$ cat config.mk
export PLATFORM = sky130hd
export DESIGN_NAME = disk_batch_sequencer
export DESIGN_NICKNAME = d
export VERILOG_FILES = /design/src/rtl/disk_batch_sequencer.sv
export SDC_FILE = /design/constraint.sdc
export NUM_CORES = 1
export LEC_CHECK = 0
export BUFFER_PORTS_ARGS = -buffer_cell sky130_fd_sc_hd__buf_4
export CAP_MARGIN = 25
export CORE_ASPECT_RATIO = 0.9
export CORE_UTILIZATION = 39
export CTS_CLUSTER_SIZE = 25
export DETAILED_ROUTE_END_ITERATION = 7
export PLACE_DENSITY = 0.54
export SETUP_SLACK_MARGIN = 0.05
export SLEW_MARGIN = 25
export SYNTH_ARGS = -nofsm -noshare
export SYNTH_HDL_FRONTEND = slang
export SYNTH_SLANG_ARGS = --single-unit
export TNS_END_PERCENT = 100
$ cat constraint.sdc
create_clock -name clk -period 4.4 [get_ports clk]
set_input_delay 1.32 -clock clk [delete_from_list [all_inputs] [get_ports clk]]
set_output_delay 1.32 -clock clk [all_outputs]
set_load 0.01 [all_outputs]
$ cat src/rtl/disk_batch_sequencer.sv
// disk_batch_sequencer
//   Walks one disk point-generator engine through indices
//   k = start_k .. start_k+count-1, one request in flight at a time, and
//   buffers each (x, y, k, last) result in a small FIFO that drains on a
//   valid/ready stream. A FIFO slot is reserved before each request is
//   issued, so a result always has somewhere to land.
//
// Ports
//   clk, rst_n                 clock, asynchronous active-low reset
//   go, start_k, count,        batch launch and its parameters (captured
//   base_sel0_in, base_sel1_in on go while idle)
//   abort                      stop issuing, discard the in-flight result
//   busy, batch_done           batch status / end-of-batch pulse
//   eng_start, eng_k,          engine request side
//   eng_base_sel0/1, eng_ready
//   eng_done, eng_result_x/y   engine completion side
//   out_valid, out_ready,      result stream (head of FIFO)
//   out_x, out_y, out_k, out_last
module disk_batch_sequencer #(
  parameter int FIFO_DEPTH = 4,
  parameter int PTR_W      = 2
) (
  input  logic        clk,
  input  logic        rst_n,
  input  logic        go,
  input  logic [31:0] start_k,
  input  logic [15:0] count,
  input  logic [1:0]  base_sel0_in,
  input  logic [1:0]  base_sel1_in,
  input  logic        abort,
  output logic        busy,
  output logic        batch_done,
  output logic        eng_start,
  output logic [31:0] eng_k,
  output logic [1:0]  eng_base_sel0,
  output logic [1:0]  eng_base_sel1,
  input  logic        eng_ready,
  input  logic        eng_done,
  input  logic [31:0] eng_result_x,
  input  logic [31:0] eng_result_y,
  output logic        out_valid,
  input  logic        out_ready,
  output logic [31:0] out_x,
  output logic [31:0] out_y,
  output logic [31:0] out_k,
  output logic        out_last
);

  typedef enum logic [1:0] {S_IDLE, S_ISSUE, S_WAIT, S_FLUSH} state_t;

  localparam logic [PTR_W:0] DEPTH_C = (PTR_W+1)'(FIFO_DEPTH);

  state_t      state_q, state_d;
  logic [31:0] cur_k_q, cur_k_d;
  logic [15:0] remaining_q, remaining_d;
  logic [1:0]  sel0_q, sel0_d, sel1_q, sel1_d;
  logic        busy_q, busy_d;
  logic        batch_done_q, batch_done_d;
  logic        eng_start_q, eng_start_d;
  logic [31:0] eng_k_q, eng_k_d;
  logic        inflight_q, inflight_d;

  logic [31:0] x_mem_q [FIFO_DEPTH];
  logic [31:0] y_mem_q [FIFO_DEPTH];
  logic [31:0] k_mem_q [FIFO_DEPTH];
  logic        last_mem_q [FIFO_DEPTH];
  logic [PTR_W-1:0] wr_ptr_q, wr_ptr_d, rd_ptr_q, rd_ptr_d;
  logic [PTR_W:0]   cnt_q, cnt_d;
  logic             out_valid_q, out_valid_d;
  logic             push, pop, fifo_full;

  // The FIFO can only be full of completed results: issue happens only with
  // no request in flight, so the occupancy check here is the reservation.
  assign fifo_full = (cnt_q == DEPTH_C);
  assign pop       = out_valid_q && out_ready;

  // Batch FSM next-state and registered-output computation.
  always_comb begin
    state_d      = state_q;
    cur_k_d      = cur_k_q;
    remaining_d  = remaining_q;
    sel0_d       = sel0_q;
    sel1_d       = sel1_q;
    busy_d       = busy_q;
    batch_done_d = 1'b0;
    eng_start_d  = 1'b0;
    eng_k_d      = eng_k_q;
    inflight_d   = inflight_q;
    push         = 1'b0;
    case (state_q)
      S_IDLE: begin
        if (go) begin
          cur_k_d     = start_k;
          remaining_d = count;
          sel0_d      = base_sel0_in;
          sel1_d      = base_sel1_in;
          if (count == 16'd0) begin
            batch_done_d = 1'b1;
          end else begin
            busy_d  = 1'b1;
            state_d = S_ISSUE;
          end
        end
      end
      S_ISSUE: begin
        if (abort) begin
          state_d = S_FLUSH;
        end else if (eng_ready && !fifo_full) begin
          eng_start_d = 1'b1;
          eng_k_d     = cur_k_q;
          inflight_d  = 1'b1;
          state_d     = S_WAIT;
        end
      end
      S_WAIT: begin
        if (eng_done) begin
          inflight_d = 1'b0;
          if (abort) begin
            // Abort arriving with the result: treat the result as aborted.
            batch_done_d = 1'b1;
            busy_d       = 1'b0;
            state_d      = S_IDLE;
          end else begin
            push        = 1'b1;
            cur_k_d     = cur_k_q + 32'd1;
            remaining_d = remaining_q - 16'd1;
            if (remaining_q == 16'd1) begin
              batch_done_d = 1'b1;
              busy_d       = 1'b0;
              state_d      = S_IDLE;
            end else begin
              state_d = S_ISSUE;
            end
          end
        end else if (abort) begin
          state_d = S_FLUSH;
        end
      end
      S_FLUSH: begin
        // Reached from S_ISSUE with nothing in flight, or from S_WAIT with
        // one request whose result must be swallowed.
        if (!inflight_q || eng_done) begin
          inflight_d   = 1'b0;
          batch_done_d = 1'b1;
          busy_d       = 1'b0;
          state_d      = S_IDLE;
        end
      end
      default: state_d = S_IDLE;
    endcase
  end

  // FIFO pointer and occupancy bookkeeping; push and pop may coincide.
  always_comb begin
    wr_ptr_d = push ? wr_ptr_q + PTR_W'(1) : wr_ptr_q;
    rd_ptr_d = pop  ? rd_ptr_q + PTR_W'(1) : rd_ptr_q;
    case ({push, pop})
      2'b10:   cnt_d = cnt_q + (PTR_W+1)'(1);
      2'b01:   cnt_d = cnt_q - (PTR_W+1)'(1);
      default: cnt_d = cnt_q;
    endcase
    out_valid_d = (cnt_d != '0);
  end

  // Control and status registers.
  always_ff @(posedge clk or negedge rst_n) begin
    if (!rst_n) begin
      state_q      <= S_IDLE;
      cur_k_q      <= '0;
      remaining_q  <= '0;
      sel0_q       <= '0;
      sel1_q       <= '0;
      busy_q       <= 1'b0;
      batch_done_q <= 1'b0;
      eng_start_q  <= 1'b0;
      eng_k_q      <= '0;
      inflight_q   <= 1'b0;
      wr_ptr_q     <= '0;
      rd_ptr_q     <= '0;
      cnt_q        <= '0;
      out_valid_q  <= 1'b0;
    end else begin
      state_q      <= state_d;
      cur_k_q      <= cur_k_d;
      remaining_q  <= remaining_d;
      sel0_q       <= sel0_d;
      sel1_q       <= sel1_d;
      busy_q       <= busy_d;
      batch_done_q <= batch_done_d;
      eng_start_q  <= eng_start_d;
      eng_k_q      <= eng_k_d;
      inflight_q   <= inflight_d;
      wr_ptr_q     <= wr_ptr_d;
      rd_ptr_q     <= rd_ptr_d;
      cnt_q        <= cnt_d;
      out_valid_q  <= out_valid_d;
    end
  end

  // Result storage; cleared on reset so the head reads zero afterwards.
  always_ff @(posedge clk or negedge rst_n) begin
    if (!rst_n) begin
      for (int i = 0; i < FIFO_DEPTH; i++) begin
        x_mem_q[i]    <= '0;
        y_mem_q[i]    <= '0;
        k_mem_q[i]    <= '0;
        last_mem_q[i] <= 1'b0;
      end
    end else if (push) begin
      x_mem_q[wr_ptr_q]    <= eng_result_x;
      y_mem_q[wr_ptr_q]    <= eng_result_y;
      k_mem_q[wr_ptr_q]    <= cur_k_q;
      last_mem_q[wr_ptr_q] <= (remaining_q == 16'd1);
    end
  end

  assign busy          = busy_q;
  assign batch_done    = batch_done_q;
  assign eng_start     = eng_start_q;
  assign eng_k         = eng_k_q;
  assign eng_base_sel0 = sel0_q;
  assign eng_base_sel1 = sel1_q;
  assign out_valid     = out_valid_q;
  assign out_x         = x_mem_q[rd_ptr_q];
  assign out_y         = y_mem_q[rd_ptr_q];
  assign out_k         = k_mem_q[rd_ptr_q];
  assign out_last      = last_mem_q[rd_ptr_q];

endmodule

# Word-level counts from Yosys, hierarchy flattened

Index checks and enable logic that the tools add are counted.

Mux-type cells: 63
Add/subtract/negate cells: 6
Bitwise logic cells: 3
Magnitude comparators: 3
Equality and inequality tests: 17
Reduce and logical (&&, ||, !) cells: 18

Operator list:

| kind                                                      | number |
|---|---|
| bitwise mux 128 bit                                       | 3 |
| two-way mux 32 bit                                        | 10 |
| binary-select mux 32 bit (select 2 bit)                   | 3 |
| demux 32 bit (select 2 bit)                               | 1 |
| case mux 32 bit (2 select lines)                          | 1 |
| two-way mux 16 bit                                        | 3 |
| adder 32 x 1 -> 32 bit (second input constant)            | 1 |
| case mux 16 bit (2 select lines)                          | 1 |
| two-way mux 1 bit                                         | 26 |
| == test 16 x 1 -> 1 bit (second input constant)           | 1 |
| zero test 16 bit                                          | 1 |
| subtractor 16 x 1 -> 16 bit (second input constant)       | 1 |
| two-way mux 2 bit                                         | 7 |
| != test 2 bit (second input constant)                     | 7 |
| AND reduction 5 bit                                       | 2 |
| != test 3 bit (second input constant)                     | 3 |
| case mux 1 bit (3 select lines)                           | 3 |
| nonzero test 3 bit                                        | 3 |
| case mux 2 bit (4 select lines)                           | 1 |
| == test 2 bit (second input constant)                     | 3 |
| greater-or-equal comparator 3 bit (second input constant) | 2 |
| inverter 2 -> 3 bit                                       | 2 |
| case mux 3 bit (2 select lines)                           | 1 |
| AND reduction 6 bit                                       | 1 |
| other kinds (18)                                          | 23 |

Logic and storage cells: 140
Register bits after elaboration: 486
Input port bits: 123
Output and inout port bits: 137

# Longest topological paths before layout

Gate-level depths: netlist of run 1.

Depth after elaboration: 6
Gate-level depth with buffers: 12
Gate-level depth less buffers: 9

# Worst setup path before layout of run 1

No wires, ideal clock.

Path kind: input port to flip-flop
From: in abort
To: reg out_valid_q, in the netlist out_valid
Path buffers: 3
Cell stages on the path: 12
Setup slack: 1.087 ns
Arrival: 3.181 ns
Setup time: 0.131 ns
Data required time: 4.269 ns
Cell sequence: clkbuf_1 > nor4bb_1 > buf_2 > buf_4 > inv_1 > ha_1 > inv_1 > fa_1 > xor2_1 > nor2_1 > xnor2_1 > or3_1

Cells in the longest elaborated chain, start to end: 6
Elaborated cells between the ends (all ways): 7
Those cells by class: eq/ne: 2; mux: 4; reduce/logical: 1

Ends and longest elaborated chain:

| element                                                 | line | text |
|---|---|---|
| start, declared                                         | 30   | `input logic abort,` |
| two-way mux 1 bit (*)                                   | 118  | `if (abort) begin` |
| two-way mux 1 bit (*)                                   | 116  | `if (eng_done) begin` |
| two-way mux 1 bit (*)                                   | 90   | `case (state_q)` |
| == test 2 x 1 -> 1 bit or == test 2 bit (tied branches) | 157  | `case ({push, pop})` |
| case mux 3 bit (2 select lines) (*)                     | 157  |  |
| via cnt_d[2]                                            | 68   | `logic [PTR_W:0] cnt_q, cnt_d;` |
| nonzero test 3 bit (*)                                  | 162  | `out_valid_d = (cnt_d != '0);` |
| via out_valid_d                                         | 69   | `logic out_valid_q, out_valid_d;` |
| end signal, assigned                                    | 196  | `out_valid_q <= out_valid_d;` |
| end, declared                                           | 69   |  |

Mark *: on every way through the listed nets, which the timed path passes. The rest lies on a longest branch.
A chain may end at the register's enable or synchronous reset.

# Final worst setup path of run 1

From: reg rd_ptr_q[0]
To: out out_x[15]

Cells in the longest elaborated chain, start to end: 4

Ends and longest elaborated chain:

| element                                               | line | text |
|---|---|---|
| start, declared                                       | 67   | `logic [PTR_W-1:0] wr_ptr_q, wr_ptr_d, rd_ptr_q, rd_ptr_d;` |
| start signal, assigned                                | 194  | `rd_ptr_q <= rd_ptr_d;` |
| inverter 2 -> 3 bit (not written as such)             | 224  | `assign out_x = x_mem_q[rd_ptr_q];` |
| binary-select mux 32 bit (select 2 bit)               | 224  |  |
| two-way mux 32 bit (not written as such) (2 in a row) | 224  |  |
| end, declared                                         | 43   | `output logic [31:0] out_x,` |

No other way between the ends. The select of a mux whose other input is x is not followed.

==> run summary, run 1 <==
The CTS H-tree depth came out at 2. Half-perimeter wire length after detailed placement: 36.0 mm. The number of setup buffers added after CTS is 0, and the leftover overflow at the end of global routing is 0.

The worst register-to-register path has a depth of 10. Fraction of registers with async set/reset: 1.00. The count of vias placed by the detailed router came out at 13.7k.

The clock transition time at the flip-flop clock pins of the worst setup and hold paths is 0.06 ns. The run gives 0.359 as the relative contribution of combinational cells to total power. The synthesized flop and latch total is 486. Number of distinct library cells after synthesis: 67. The floorplan step set the die width to 252 µm. The critical path crosses 3 cells after its start point. The signal on the critical path passes through buf_4 -> mux4_2 -> buf_4.

Multiplexer share of the synthesized area: 0.315. Leakage power figure: 0.0125 µW. The via density per instance is 5.42, and the clock latency at the later pin of the worst-skew pair is 0.61 ns. The finished layout holds 2529 standard cells, fillers aside.

The congestion estimate from routability-driven global placement came to 0.802. The dominant synthesized flop cell was sky130_fd_sc_hd__dfrtp_1. The worst-margin pin slew is 0.883 ns.

The top-level I/O count is 260. The floorplan has 81 rows. The worst hold path passes through 2 cells. The critical path data arrival time is 2.55 ns. The share of synthesized cell area in full adder, half adder and majority cells is 0.00549. IR analysis of the VDD net gives a maximum drop of 0.000317 V. After synthesis, the mean cell area works out to 14.6 µm². The combinational family with the most area after synthesis was multiplexers. The tool flagged a number of max-cap violations equal to 0. The logs give 12200 µm² for the register cell area after layout and 0 for the final-report setup violation count. The slowest stage of the critical path is the sky130_fd_sc_hd__dfrtp_4 cell. The xor/xnor cell area share of the yosys netlist was 0.00240; the total of hold buffers inserted after clock tree synthesis was 0. Buffers placed on the I/O ports in this run total 259. Summed over all nets, the switching power comes to 6390 µW. The synthesized instance count came out at 1497. The largest single stage delay on the critical path is 0.85 ns.

The first routing iteration left 687 violations. The run gives 0 as the number of warnings reported in the yosys synthesis log. The tree is rooted in a sky130_fd_sc_hd__clkbuf_16. In this design, the critical path's most frequently occurring cell is sky130_fd_sc_hd__buf_4. Floorplan die height: 227 µm. At the worst endpoint, the required time is 3.08 ns. The run gives 0 ns as the post-route setup TNS. In the final layout, the multi-input gates occupy 9170 µm². Subtracting the final worst setup slack from the clock period gives 3.87 ns. The cell accounting for the most synthesized area was sky130_fd_sc_hd__dfrtp_1.

The ratio of cells with drive above 1 in the final layout was 0.519. The tools report the first-pass GRT wire length as 86.2 mm. The post-synthesis compound-gate area fraction was 0.0473. The critical path in this run is classified as flop to output port. Synthesis produced a netlist with a net count of 1629. The maximum fanout encountered on the critical timing path came out at 26.

The die covers 57000 µm². The area share of the largest cell type after synthesis is 0.556, and the number of buffers and inverters on the critical path is 2. Number of antenna violations at the first check in global routing: 5. The capturing element type of the critical path is an output port.

The count of final max-slew check failures came out at 0. The final antenna-violating net count is 0, and the via count of the first global-routing pass is 14.3k. The region available for standard cell placement spans 54800 µm². The area added between synthesis and finish is 22.6%. The final cycle utilization of the critical path is 0.880, and the placed cell count is 2426. The worst setup path is launched from a flop. Class of the tightest hold or removal check: flop to flop. In this run, synthesis inferred 0 flip-flops with an integrated enable. For this run, the detailed router's first-pass iteration total came to 5.

The share of total power consumed by net switching works out to 0.317. The tools report the worst-case headroom to the max-slew limit as 0.406. The count of fill cells added during filler insertion was 4772; the simple-gate area share of the yosys netlist was 0.0463. TritonCTS built the clock tree.

Across the routed clock network, the largest skew measured is 0.0207 ns. The effective utilization at floorplan is 0.399. The logs give 0.556 for the proportion of synthesized chip area in sequential cells and 21900 µm² for the synthesized area. The net count reported at finish came out at 1867. By area the synthesized netlist is led by sky130_fd_sc_hd__dfrtp_1 56%, sky130_fd_sc_hd__mux2_2 21%, sky130_fd_sc_hd__mux4_2 10%. Entering global routing, the biggest net connects 94 pins.

The power share of the sequential group was 0.392; the clock tree buffer depth was 3. The global router's overall resource usage is 0.198, and the cell-internal power is 13800 µW. The cell family contributing the most delay on the critical path was flip-flops. The run finished with clean final reports. In this run, CTS created clock tree buffers numbering 54. Setup repair after global routing left no endpoint under its margin. The routed design has 55.2 mm of wire.

After detailed routing, the number of remaining DRC violations is 0. The logs give 0.249 for the proportion of power drawn by the clock network and 0.258 GHz for the fmax. The count of clock tree sinks is 486, and the power density over cell area is 753 nW/µm². Final number of hold-violating endpoints: 0.

Dividing the detail-routed wire length by the instance count gives 21.8 µm. Gates resized during post-CTS repair numbered 0.
-- routing by layer --
metal,share of wire,GRT usage,vias to the layer above,wire [µm]
met1,0.45,0.274,7262,25000
met5,0.00024,0,-,13
li1,-,-,6046,-
met2,0.47,0.314,323,26100
met3,0.051,0.0371,81,2810
met4,0.023,0.0647,2,1260
-- cell usage after synthesis, types with 6 or more instances --
cell,n
sky130_fd_sc_hd__buf_1,9
sky130_fd_sc_hd__nor4_1,7
sky130_fd_sc_hd__and2_1,6
sky130_fd_sc_hd__mux4_2,97
sky130_fd_sc_hd__mux2_2,411
sky130_fd_sc_hd__nand4_1,10
sky130_fd_sc_hd__a2bb2oi_1,7
sky130_fd_sc_hd__clkbuf_1,39
sky130_fd_sc_hd__o21ai_0,32
sky130_fd_sc_hd__o22a_1,12
sky130_fd_sc_hd__or3_1,6
sky130_fd_sc_hd__o211ai_1,6
sky130_fd_sc_hd__a31oi_1,12
sky130_fd_sc_hd__nand2_1,54
sky130_fd_sc_hd__ha_1,8
sky130_fd_sc_hd__nor3_1,9
sky130_fd_sc_hd__and3_1,11
sky130_fd_sc_hd__nand3_1,19
sky130_fd_sc_hd__dfrtp_1,486
sky130_fd_sc_hd__a21oi_1,52
sky130_fd_sc_hd__nor2_1,40
sky130_fd_sc_hd__inv_1,12
sky130_fd_sc_hd__buf_2,63
sky130_fd_sc_hd__o22ai_1,11
-- cell type report --
cell class / count / area share
Timing Repair Buffer: 300 / 0.0918
Clock inverter: 18 / 0.0134
Multi-Input combinational cell: 881 / 0.342
Tap cell: 747 / 0.0349
Antenna cell: 3 / 0.000280
Inverter: 12 / 0.00168
Sequential cell: 486 / 0.454
Clock buffer: 82 / 0.0618
-- worst paths after layout --
check,from,end,slack [ns]
min in group asynchronous,rst_n,x_mem_q[102]$_DFFE_PN0P_,0.71
max in group asynchronous,rst_n,eng_base_sel0[1]$_DFFE_PN0P_,2.58
worst max register to register,state_q[1]$_DFFE_PN0P_,out_valid$_DFF_PN0_,1.86
worst min register to register,last_mem_q[3]$_DFFE_PN0P_,last_mem_q[3]$_DFFE_PN0P_,0.48
worst min-delay path,last_mem_q[3]$_DFFE_PN0P_,last_mem_q[3]$_DFFE_PN0P_,0.48
worst max-delay path,rd_ptr_q[0]$_DFFE_PN0P_,out_x[15],0.53
-- sequential cells by signal, indices dropped and copies added, names as in the netlist, 2 cells and up --
signal,count
x_mem_q,128
rd_ptr_q,2
k_mem_q,128
wr_ptr_q,2
eng_base_sel0,2
last_mem_q,4
eng_base_sel1,2
cnt_q,3
state_q,2
y_mem_q,128
remaining_q,16
eng_k,32
cur_k_q,32
-- stage by stage --
step                power, µW   util  instance area (µm²)  hold WS (ns)  setup slack (ns)
finish                  20200  0.489                26800         0.477             0.529
global route            21400  0.489                26800         0.508             0.397
CTS                     20500  0.489                26800         0.484             0.428
detailed placement      15300  0.452                24800         0.470              1.00
global placement        15100  0.452                24800         0.455              1.02
floorplan               12200      -                21900         0.445              1.09
-- power by group through the flow --
stage	registers (µW)	clock network, µW	logic [µW]
after floorplan	7300	0	4930
after global placement	7900	0	7230
after detailed placement	7980	0	7360
after CTS	7910	5190	7380
after global routing	8200	5370	7850
final	7910	5030	7250
-- layout by cell type (no fill, tap or decap), types with 16 or more instances in the layout --
cell                        count
sky130_fd_sc_hd__a21oi_1       52
sky130_fd_sc_hd__buf_12        16
sky130_fd_sc_hd__buf_4        283
sky130_fd_sc_hd__clkbuf_16     55
sky130_fd_sc_hd__clkbuf_8      18
sky130_fd_sc_hd__dfrtp_1      484
sky130_fd_sc_hd__mux2_2       411
sky130_fd_sc_hd__mux4_2        97
sky130_fd_sc_hd__nand2_1       54
sky130_fd_sc_hd__nand3_1       19
sky130_fd_sc_hd__nor2_1        40
sky130_fd_sc_hd__o21ai_0       32
-- worst register-to-register path, cell delays in order (launching register included) --
cell                       delay (ns)
sky130_fd_sc_hd__dfrtp_1         0.64
sky130_fd_sc_hd__nor4bb_4        0.28
sky130_fd_sc_hd__buf_4           0.30
sky130_fd_sc_hd__inv_1           0.08
sky130_fd_sc_hd__ha_1            0.23
sky130_fd_sc_hd__inv_1           0.07
sky130_fd_sc_hd__fa_1            0.17
sky130_fd_sc_hd__xor2_1          0.14
sky130_fd_sc_hd__nor2_1          0.06
sky130_fd_sc_hd__xnor2_1         0.13
sky130_fd_sc_hd__or3_1           0.31
-- cells by family after synthesis --
group	after synthesis
adders and majority gates	9
DFF	486
AOI/OAI and AO/OA	161
xor gates and xnor gates	6
muxes	515
buffers and inverters	130
and+or+nand+nor	190
No activity file was read; power rests on OpenSTA's default activity.
==> run 2, diff against run 1 <==
- ABC_AREA: not set -> 1
==> run 2 against run 1 <==
Critical path depth rose by 2. Synthesized cell count increased by 81%. Die area hardly changed. Power grew 3.6%. First-iteration DRC count grew 120%. Highest routed layer unchanged. Largest power group is now combinational cells. Wire length grew 15%. Hold slack worse by 0.0012 ns.
==> run summary, run 2 <==
The total of hold buffers inserted after clock tree synthesis was 0 (unchanged); the half-perimeter wire length after detailed placement was 39.0 mm (was 36.0 mm). The pin count of the biggest net entering global routing is 195 (was 94), and the final antenna-violating net count is 0 (unchanged). The tools report the overall power consumption as 20900 µW (was 20200 µW). The run gives 0 (unchanged) as the final number of hold-violating endpoints. Area added between synthesis and finish: 19.7% (was 22.6%). The number of cells on the worst hold path is 2 (unchanged).

Setup repair after global routing left no endpoint under its margin. The via density per instance was 5.19 (was 5.42). The critical setup path kind was flop to output port (unchanged).

The final cycle utilization of the critical path is 0.899 (was 0.880). The synthesized flop and latch total was 486 (unchanged). Placed cell count: 3562 (was 2426). The count of fill cells added during filler insertion is 5391 (was 4772). The share of synthesized cell area in full adder, half adder and majority cells was 0.00549 (about the same). The cell accounting for the most synthesized area was sky130_fd_sc_hd__dfrtp_1 (unchanged). The logs give 0.315 (was 0.274) for the routing usage on met1 and 5 (unchanged) for the number of optimization iterations in the first detailed-route pass. The net count after synthesis was 2836 (was 1629); the top-level I/O count was 260 (unchanged). Class of the tightest hold or removal check: flop to flop (unchanged). The dominant synthesized flop cell was sky130_fd_sc_hd__dfrtp_1 (unchanged). The die extent in x works out to 252 µm (about the same).

The cell with the most instances after synthesis was sky130_fd_sc_hd__nand2_1 (was sky130_fd_sc_hd__dfrtp_1). The maximum fanout encountered on the critical timing path works out to 92 (was 26). Site row count: 81 (unchanged). The synthesized instance count is 2704 (was 1497), and the final wirelength is 63.3 mm (was 55.2 mm). The logs give 2 (was 5) for the number of antenna violations at the first check in global routing and 0 (unchanged) for the number of max-cap violations.

The run gives 0 (unchanged) as the count of final max-slew check failures. The worst reg2reg path startpoint is state_q[0]$_DFFE_PN0P_ (was state_q[1]$_DFFE_PN0P_). The fraction of registers with async set/reset is 1.00 (unchanged), and the critical path data arrival time is 2.63 ns (was 2.55 ns). The internal reg-to-reg setup slack is 1.59 ns (was 1.86 ns). The capturing element type of the critical path was an output port (unchanged). The flow ran to the end, and the final reports show no timing, DRC or antenna violations. Final worst-path setup slack: 0.445 ns (was 0.529 ns). Leading registers by flop count: k_mem_q: 128 flops, x_mem_q: 128 flops, y_mem_q: 128 flops (unchanged). The leakage power figure was 0.0125 µW (about the same). The clock tree skew after final layout was 0.0159 ns (was 0.0207 ns). The combinational family with the most area after synthesis was simple AND/OR/NAND/NOR gates (was multiplexers).

The clock latency at the later pin of the worst-skew pair is 0.60 ns (was 0.61 ns). The logs give 0.399 (about the same) for the effective utilization at floorplan and 0.895 (was 0.802) for the routability congestion estimate. The floorplan die height was 227 µm (about the same); the number of distinct library cells after synthesis was 30 (was 67).

The required time reported for the critical path endpoint is 3.08 ns (about the same), and the floorplan die area is 57000 µm² (about the same). CTS H-tree depth: 2 (unchanged). The tools report the met3 demand-to-capacity share in global routing as 0.0332 (was 0.0371). The number of warnings reported in the yosys synthesis log was 0 (unchanged); the via count of the first global-routing pass was 18.6k (was 14.3k). The power density over cell area was 799 nW/µm² (was 753 nW/µm²). Clock tree buffer depth: 3 (unchanged).

Most common library cell in the layout ignoring fill and taps: sky130_fd_sc_hd__nand2_1 (was sky130_fd_sc_hd__dfrtp_1). The run gives 0.253 GHz (was 0.258 GHz) as the fmax. Most frequent cells in the layout: 664 x sky130_fd_sc_hd__nand2_1, 641 x sky130_fd_sc_hd__o21ai_0, 484 x sky130_fd_sc_hd__dfrtp_1 (was 484 x sky130_fd_sc_hd__dfrtp_1, 411 x sky130_fd_sc_hd__mux2_2, 283 x sky130_fd_sc_hd__buf_4).

Area share of the largest cell type after synthesis: 0.556 (about the same). The busiest layer in global routing was met2 (unchanged). Xor/xnor cell area share of the yosys netlist: 0.00320 (was 0.00240).

The end of the worst register-to-register path was out_valid$_DFF_PN0_ (unchanged). The ratio of cells with drive above 1 in the final layout was 0.131 (was 0.519). The logs give 486 (unchanged) for the count of clock tree sinks and 3002 (was 1867) for the net count reported at finish. The average wire length per cell after detail routing is 17.3 µm (was 21.8 µm).

The clock transition time at the flip-flop clock pins of the worst setup and hold paths is 0.06 ns (about the same). The multiplexer share of the synthesized area is 0 (was 0.315), and the global router's overall resource usage is 0.223 (was 0.198). The count of port buffers added during placement works out to 259 (unchanged).

The startpoint class of the critical path is a flop (unchanged). The post-layout instance count excluding filler cells is 3658 (was 2529), and the number of clock buffers inserted by TritonCTS is 53 (was 54). The final critical delay including setup and external delays is 3.95 ns (was 3.87 ns).

The largest voltage drop on the vdd net is 0.000327 V (was 0.000317 V), and the leftover overflow at the end of global routing is 0 (unchanged). The post-synthesis compound-gate area fraction is 0.188 (was 0.0473). The number of flops mapped to enable cells by yosys came out at 0 (unchanged). The count of vias placed by the detailed router came out at 19.0k (was 13.7k). TritonCTS built the clock tree. The pre-CTS setup slack came out at 1.03 ns (was 1.00 ns). The run gives 0.358 (was 0.314) as the met2 track demand over resource in global routing. Total DRC errors in the routed layout: 0 (unchanged). The cell at the root of the clock tree is sky130_fd_sc_hd__clkbuf_16 (unchanged).

Synth cell count leaders: 669 x sky130_fd_sc_hd__nand2_1, 641 x sky130_fd_sc_hd__o21ai_0, 486 x sky130_fd_sc_hd__dfrtp_1 (was 486 x sky130_fd_sc_hd__dfrtp_1, 411 x sky130_fd_sc_hd__mux2_2, 97 x sky130_fd_sc_hd__mux4_2). Leading cell types by total area after synthesis: sky130_fd_sc_hd__dfrtp_1 56%, sky130_fd_sc_hd__o21ai_0 15%, sky130_fd_sc_hd__nand2_1 11% (was sky130_fd_sc_hd__dfrtp_1 56%, sky130_fd_sc_hd__mux2_2 21%, sky130_fd_sc_hd__mux4_2 10%). The proportion of synthesized chip area in sequential cells is 0.556 (about the same), and the final-report setup violation count is 0 (unchanged). The number of setup buffers added after CTS is 0 (unchanged). The initial DRC count is 1526 (was 687).

The number of cell instances on the worst register-to-register path is 10 (unchanged), and the total non-filler cell area in the finished layout is 26200 µm² (was 26800 µm²). The endpoint of the worst hold-timing path is k_mem_q[76]$_DFFE_PN0P_ (was last_mem_q[3]$_DFFE_PN0P_). The average instance area after synthesis was 8.09 µm² (was 14.6 µm²). The worst-margin pin slew is 0.998 ns (was 0.883 ns). Core footprint: 54800 µm² (unchanged). The total placed instance area is 24500 µm² (was 24800 µm²), and the post-cts resize count is 0 (unchanged). The start point of the worst hold path was k_mem_q[76]$_DFFE_PN0P_ (was last_mem_q[3]$_DFFE_PN0P_). The simple-gate area share of the yosys netlist is 0.192 (was 0.0463), and the post-route setup TNS is 0 ns (unchanged).

For the first-pass GRT wire length, the log shows 101 mm (was 86.2 mm). Worst-case headroom to the max-slew limit: 0.334 (was 0.406). The run gives 21900 µm² (about the same) as the synthesized area.
## run 2: cell types whose count changed in the layout (fill, tap and decap cells not counted), moves of 90 or more
cell and delta:
sky130_fd_sc_hd__mux4_2 -97, sky130_fd_sc_hd__nand2_1 +610, sky130_fd_sc_hd__o22ai_1 +90, sky130_fd_sc_hd__mux2_2 -411, sky130_fd_sc_hd__o21ai_0 +609, sky130_fd_sc_hd__inv_1 +130, sky130_fd_sc_hd__nor2_1 +312
## run 2: metal layers
metal | share of wire | up-vias
met1 | 0.47 | 9206
met3 | 0.054 | 80
met5 | 0.00021 | -
met4 | 0.019 | 2
li1 | - | 9197
met2 | 0.46 | 513
## run 2: area by class of cell
class	count	area (µm²)	share of cell area
Timing Repair Buffer	285	2300	0.0877
Antenna cell	2	5.00	0.000191
Clock buffer	80	1570	0.0599
Clock inverter	14	128	0.00487
Inverter	146	554	0.0212
Tap cell	747	935	0.0357
Sequential cell	486	12200	0.465
Multi-Input combinational cell	1898	8530	0.326
## run 2: per-stage QoR
step	utilization	hold slack, ns
floorplan	-	0.448
global placement	0.447	0.460
detailed placement	0.447	0.467
CTS	0.477	0.481
global route	0.477	0.495
finish	0.478	0.476
## run 2: how the worst max path moves through the flow
stage,from,to,depth (start not counted)
after floorplan,rd_ptr_q[0]$_DFFE_PN0P_,out_k[0],6
after global placement,rd_ptr_q[0]$_DFFE_PN0P_,out_x[21],5
after detailed placement,rd_ptr_q[0]$_DFFE_PN0P_,out_x[21],5
after CTS,rd_ptr_q[0]$_DFFE_PN0P_,out_x[21],5
after global routing,rd_ptr_q[0]$_DFFE_PN0P_,out_x[21],5
final,rd_ptr_q[0]$_DFFE_PN0P_,out_x[21],5
## run 2: cells by family (layout without fill, tap and decap cells)
logic type / count (synthesis) / in the layout
and+or+nand+nor: 1088 / 1088
AOI/OAI and AO/OA: 793 / 793
DFF: 486 / 486
buffers and inverters: 320 / 525
adders and majority gates: 9 / 9
xor gates and xnor gates: 8 / 8
other: 0 / 2
## run 2: report_power, final
part / internal (µW) / switching [µW]
clock network: 2560 / 1810
logic: 3420 / 5460
registers: 6460 / 1210
## run 2: critical path, cell delays in order (launching register included)
cell and delay [ns]:
sky130_fd_sc_hd__dfrtp_4 0.57, sky130_fd_sc_hd__inv_6 0.58, sky130_fd_sc_hd__buf_12 0.29, sky130_fd_sc_hd__o21ai_0 0.11
sky130_fd_sc_hd__o22ai_1 0.28, sky130_fd_sc_hd__buf_4 0.19
==> run 3, diff against run 2 <==
- CORE_ASPECT_RATIO: 0.9 -> 0.5
==> run 3 against run 2 <==
Hold slack improved by 0.0023 ns. Final area decreased by 0.12%. Via count decreased by 2.1%. Wire length decreased by 1.8%. Critical path depth unchanged. Global-route usage decreased by 0.38 points. Core utilization increased by 0.16 points. Register-to-register slack got worse by 0.06 ns. Sequential share of layout area increased by 0.058 points. First-iteration DRC count decreased by 1.6%. Cell count decreased by 0.30%.
==> run summary, run 3 (same netlist as run 2, synthesis figures left out) <==
The share of total power consumed by net switching is 0.400 (was 0.405), and the count of fill cells added during filler insertion is 5465 (was 5391). Start point of the worst hold path: y_mem_q[62]$_DFFE_PN0P_ (was k_mem_q[76]$_DFFE_PN0P_). End of the worst register-to-register path: k_mem_q[48]$_DFFE_PN0P_ (was out_valid$_DFF_PN0_). Crit path cell chain: inv_2 -> buf_12 -> o21ai_0 -> o22ai_1 -> buf_4 (was inv_6 -> buf_12 -> o21ai_0 -> o22ai_1 -> buf_4).

The total of hold buffers inserted after clock tree synthesis was 0 (unchanged). The capturing element type of the critical path was an output port (unchanged). The delay of the slowest cell on the worst path came out at 0.66 ns (was 0.58 ns). The worst-case headroom to the max-slew limit is 0.374 (was 0.334), and the required time reported for the critical path endpoint is 3.08 ns (about the same). Fmax: 0.256 GHz (was 0.253 GHz). Proportion of power drawn by the clock network: 0.209 (about the same).

Critical setup path kind: flop to output port (unchanged). For the number of antenna violations at the first check in global routing, the log shows 1 (was 2). The leftover overflow at the end of global routing came out at 0 (unchanged).

The count of vias placed by the detailed router was 18.6k (was 19.0k); the top-level I/O count was 260 (unchanged). The count of port buffers added during placement came out at 259 (unchanged). For the clock tree buffer depth, the log shows 3 (unchanged). The tools report the first-pass GRT wire length as 100 mm (was 101 mm). The number of cell instances on the worst register-to-register path was 7 (was 10); the half-perimeter wire length after detailed placement was 38.4 mm (was 39.0 mm).

The final number of hold-violating endpoints was 0 (unchanged). The tools report the critical path data arrival time as 2.59 ns (was 2.63 ns). The tools report the number of clock buffers inserted by TritonCTS as 47 (was 53). The area added between synthesis and finish works out to 19.5% (was 19.7%). Leading registers by flop count: k_mem_q: 128 flops, x_mem_q: 128 flops, y_mem_q: 128 flops (unchanged).

The relative contribution of combinational cells to total power was 0.418 (was 0.424); the pin count of the biggest net entering global routing was 195 (unchanged). The number of buffers and inverters on the critical path was 3 (unchanged). The worst reg2reg path startpoint is state_q[0]$_DFFE_PN0P_ (unchanged). The total DRC errors in the routed layout was 0 (unchanged); the placed cell count was 3562 (unchanged).

The worst hold slack is 0.479 ns (was 0.476 ns). The post-route setup TNS was 0 ns (unchanged). The floorplan die height is 169 µm (was 227 µm), and the net count reported at finish is 2999 (was 3002). For the floorplan die area, the log shows 57100 µm² (was 57000 µm²). The run gives 0.57 ns (was 0.60 ns) as the clock latency at the later pin of the worst-skew pair. The die extent in x was 337 µm (was 252 µm). The register cell area after layout is 12200 µm² (unchanged).

The flow ran to the end, and the final reports show no timing, DRC or antenna violations. The routability congestion estimate is 0.827 (was 0.895). For the post-layout instance count excluding filler cells, the log shows 3647 (was 3658).

The largest voltage drop on the vdd net is 0.000378 V (was 0.000327 V). The tools report the final-report setup violation count as 0 (unchanged). Setup repair after global routing left no endpoint under its margin. Cell with the largest stage delay on the worst path: sky130_fd_sc_hd__dfrtp_4 (was sky130_fd_sc_hd__inv_6). The count of final max-slew check failures was 0 (unchanged).

The average wire length per cell after detail routing is 17.0 µm (was 17.3 µm). Ratio of cells with drive above 1 in the final layout: 0.128 (was 0.131). For the core footprint, the log shows 54600 µm² (was 54800 µm²). The effective utilization at floorplan came out at 0.401 (was 0.399).

The final wirelength was 62.2 mm (was 63.3 mm); the worst-margin pin slew was 0.938 ns (was 0.998 ns). The class of the tightest hold or removal check is flop to flop (unchanged). For the site row count, the log shows 60 (was 81). The most common library cell in the layout ignoring fill and taps is sky130_fd_sc_hd__nand2_1 (unchanged). The run gives 0.373 (was 0.367) as the power share of the sequential group. The logs give 0 (unchanged) for the final antenna-violating net count and 0.0125 µW (about the same) for the leakage power figure. The number of setup buffers added after CTS was 0 (unchanged); the number of optimization iterations in the first detailed-route pass was 5 (unchanged). Number of max-cap violations: 0 (unchanged). The post-cts resize count was 0 (unchanged).

The number of cells on the worst hold path is 2 (unchanged), and the initial DRC count is 1502 (was 1526). Cell family contributing the most delay on the critical path: buffers and inverters (unchanged). The global router's overall resource usage was 0.219 (was 0.223); the multi-input combinational cell area was 8540 µm² (was 8530 µm²). The via count of the first global-routing pass is 18.4k (was 18.6k). The CTS H-tree depth came out at 2 (unchanged).

The startpoint class of the critical path was a flop (unchanged). The final critical delay including setup and external delays works out to 3.91 ns (was 3.95 ns). The cell at the root of the clock tree was sky130_fd_sc_hd__clkbuf_16 (unchanged).

The internal reg-to-reg setup slack is 1.53 ns (was 1.59 ns). Most frequent cells in the layout: 664 x sky130_fd_sc_hd__nand2_1, 641 x sky130_fd_sc_hd__o21ai_0, 484 x sky130_fd_sc_hd__dfrtp_1 (unchanged). Endpoint of the worst hold-timing path: y_mem_q[62]$_DFFE_PN0P_ (was k_mem_q[76]$_DFFE_PN0P_). The power density over cell area came out at 792 nW/µm² (was 799 nW/µm²). The cell-internal power was 12400 µW (about the same); the count of clock tree sinks was 486 (unchanged). The final cycle utilization of the critical path was 0.889 (was 0.899). TritonCTS built the clock tree. The via density per instance is 5.10 (was 5.19), and the clock transition time at the flip-flop clock pins of the worst setup and hold paths is 0.07 ns (was 0.06 ns). The maximum fanout encountered on the critical timing path was 61 (was 92).

Clock tree skew after final layout: 0.0149 ns (was 0.0159 ns). The tools report the power spent charging and discharging nets as 8290 µW (was 8480 µW).
run 3: changes by cell type in the layout (fill, tap and decap cells not counted), moves of 2 or more:
cell and delta:
sky130_fd_sc_hd__clkinv_2 -9, sky130_fd_sc_hd__clkbuf_8 -5, sky130_fd_sc_hd__bufinv_16 +4, sky130_fd_sc_hd__clkbuf_16 -4, sky130_fd_sc_hd__clkbuf_1 +3, sky130_fd_sc_hd__buf_4 +2, sky130_fd_sc_hd__inv_6 -2
run 3: worst max-delay path by stage:
stage	from	endpoint	slack [ns]	cells past startpoint
global route	rd_ptr_q[1]$_DFFE_PN0P_	out_y[3]	0.31	5
CTS	rd_ptr_q[1]$_DFFE_PN0P_	out_y[11]	0.45	5
global placement	eng_done	x_mem_q[60]$_DFFE_PN0P_	1.07	7
detailed placement	eng_done	k_mem_q[52]$_DFFE_PN0P_	1.04	7
floorplan	rd_ptr_q[0]$_DFFE_PN0P_	out_k[0]	1.49	6
finish	rd_ptr_q[1]$_DFFE_PN0P_	out_x[16]	0.49	5
run 3: worst reg2reg max path: cells and delay by family (launching register included):
family	cells	cell delay, ns
flops	1	0.43
compound gates	1	0.09
simple gates	4	1.64
buf+inv	2	0.59
run 3: area by class of cell:
type | instances | share of cell area
Clock buffer | 74 | 0.0539
Sequential cell | 486 | 0.465
Inverter | 146 | 0.0211
Clock inverter | 10 | 0.00823
Antenna cell | 1 | 0.0000957
Timing Repair Buffer | 288 | 0.0892
Tap cell | 744 | 0.0356
Multi-Input combinational cell | 1898 | 0.326
run 3: metrics by stage:
stage	worst slack (ns)	power [µW]	utilization	cell area (µm²)
finish	0.489	20700	0.479	26200
global route	0.310	22400	0.479	26200
CTS	0.451	21000	0.479	26100
detailed placement	1.04	16600	0.449	24500
global placement	1.07	16500	0.449	24500
floorplan	1.49	12700	-	21900
run 3: routing by layer:
metal	routed length (µm)	track usage	vias to the layer above
met5	0	0	-
met4	1120	0.0492	0
met3	2230	0.0299	79
met2	29600	0.363	314
met1	29200	0.307	9006
li1	-	-	9194
run 3: power groups by stage:
stage	sequential, µW	clock (µW)	combinational [µW]
6_report	7730	4330	8660
5_1_grt	7980	4620	9800
4_1_cts	7720	4440	8830
3_5_place_dp	7780	0	8810
3_3_place_gp	7750	0	8720
2_1_floorplan	7430	0	5310
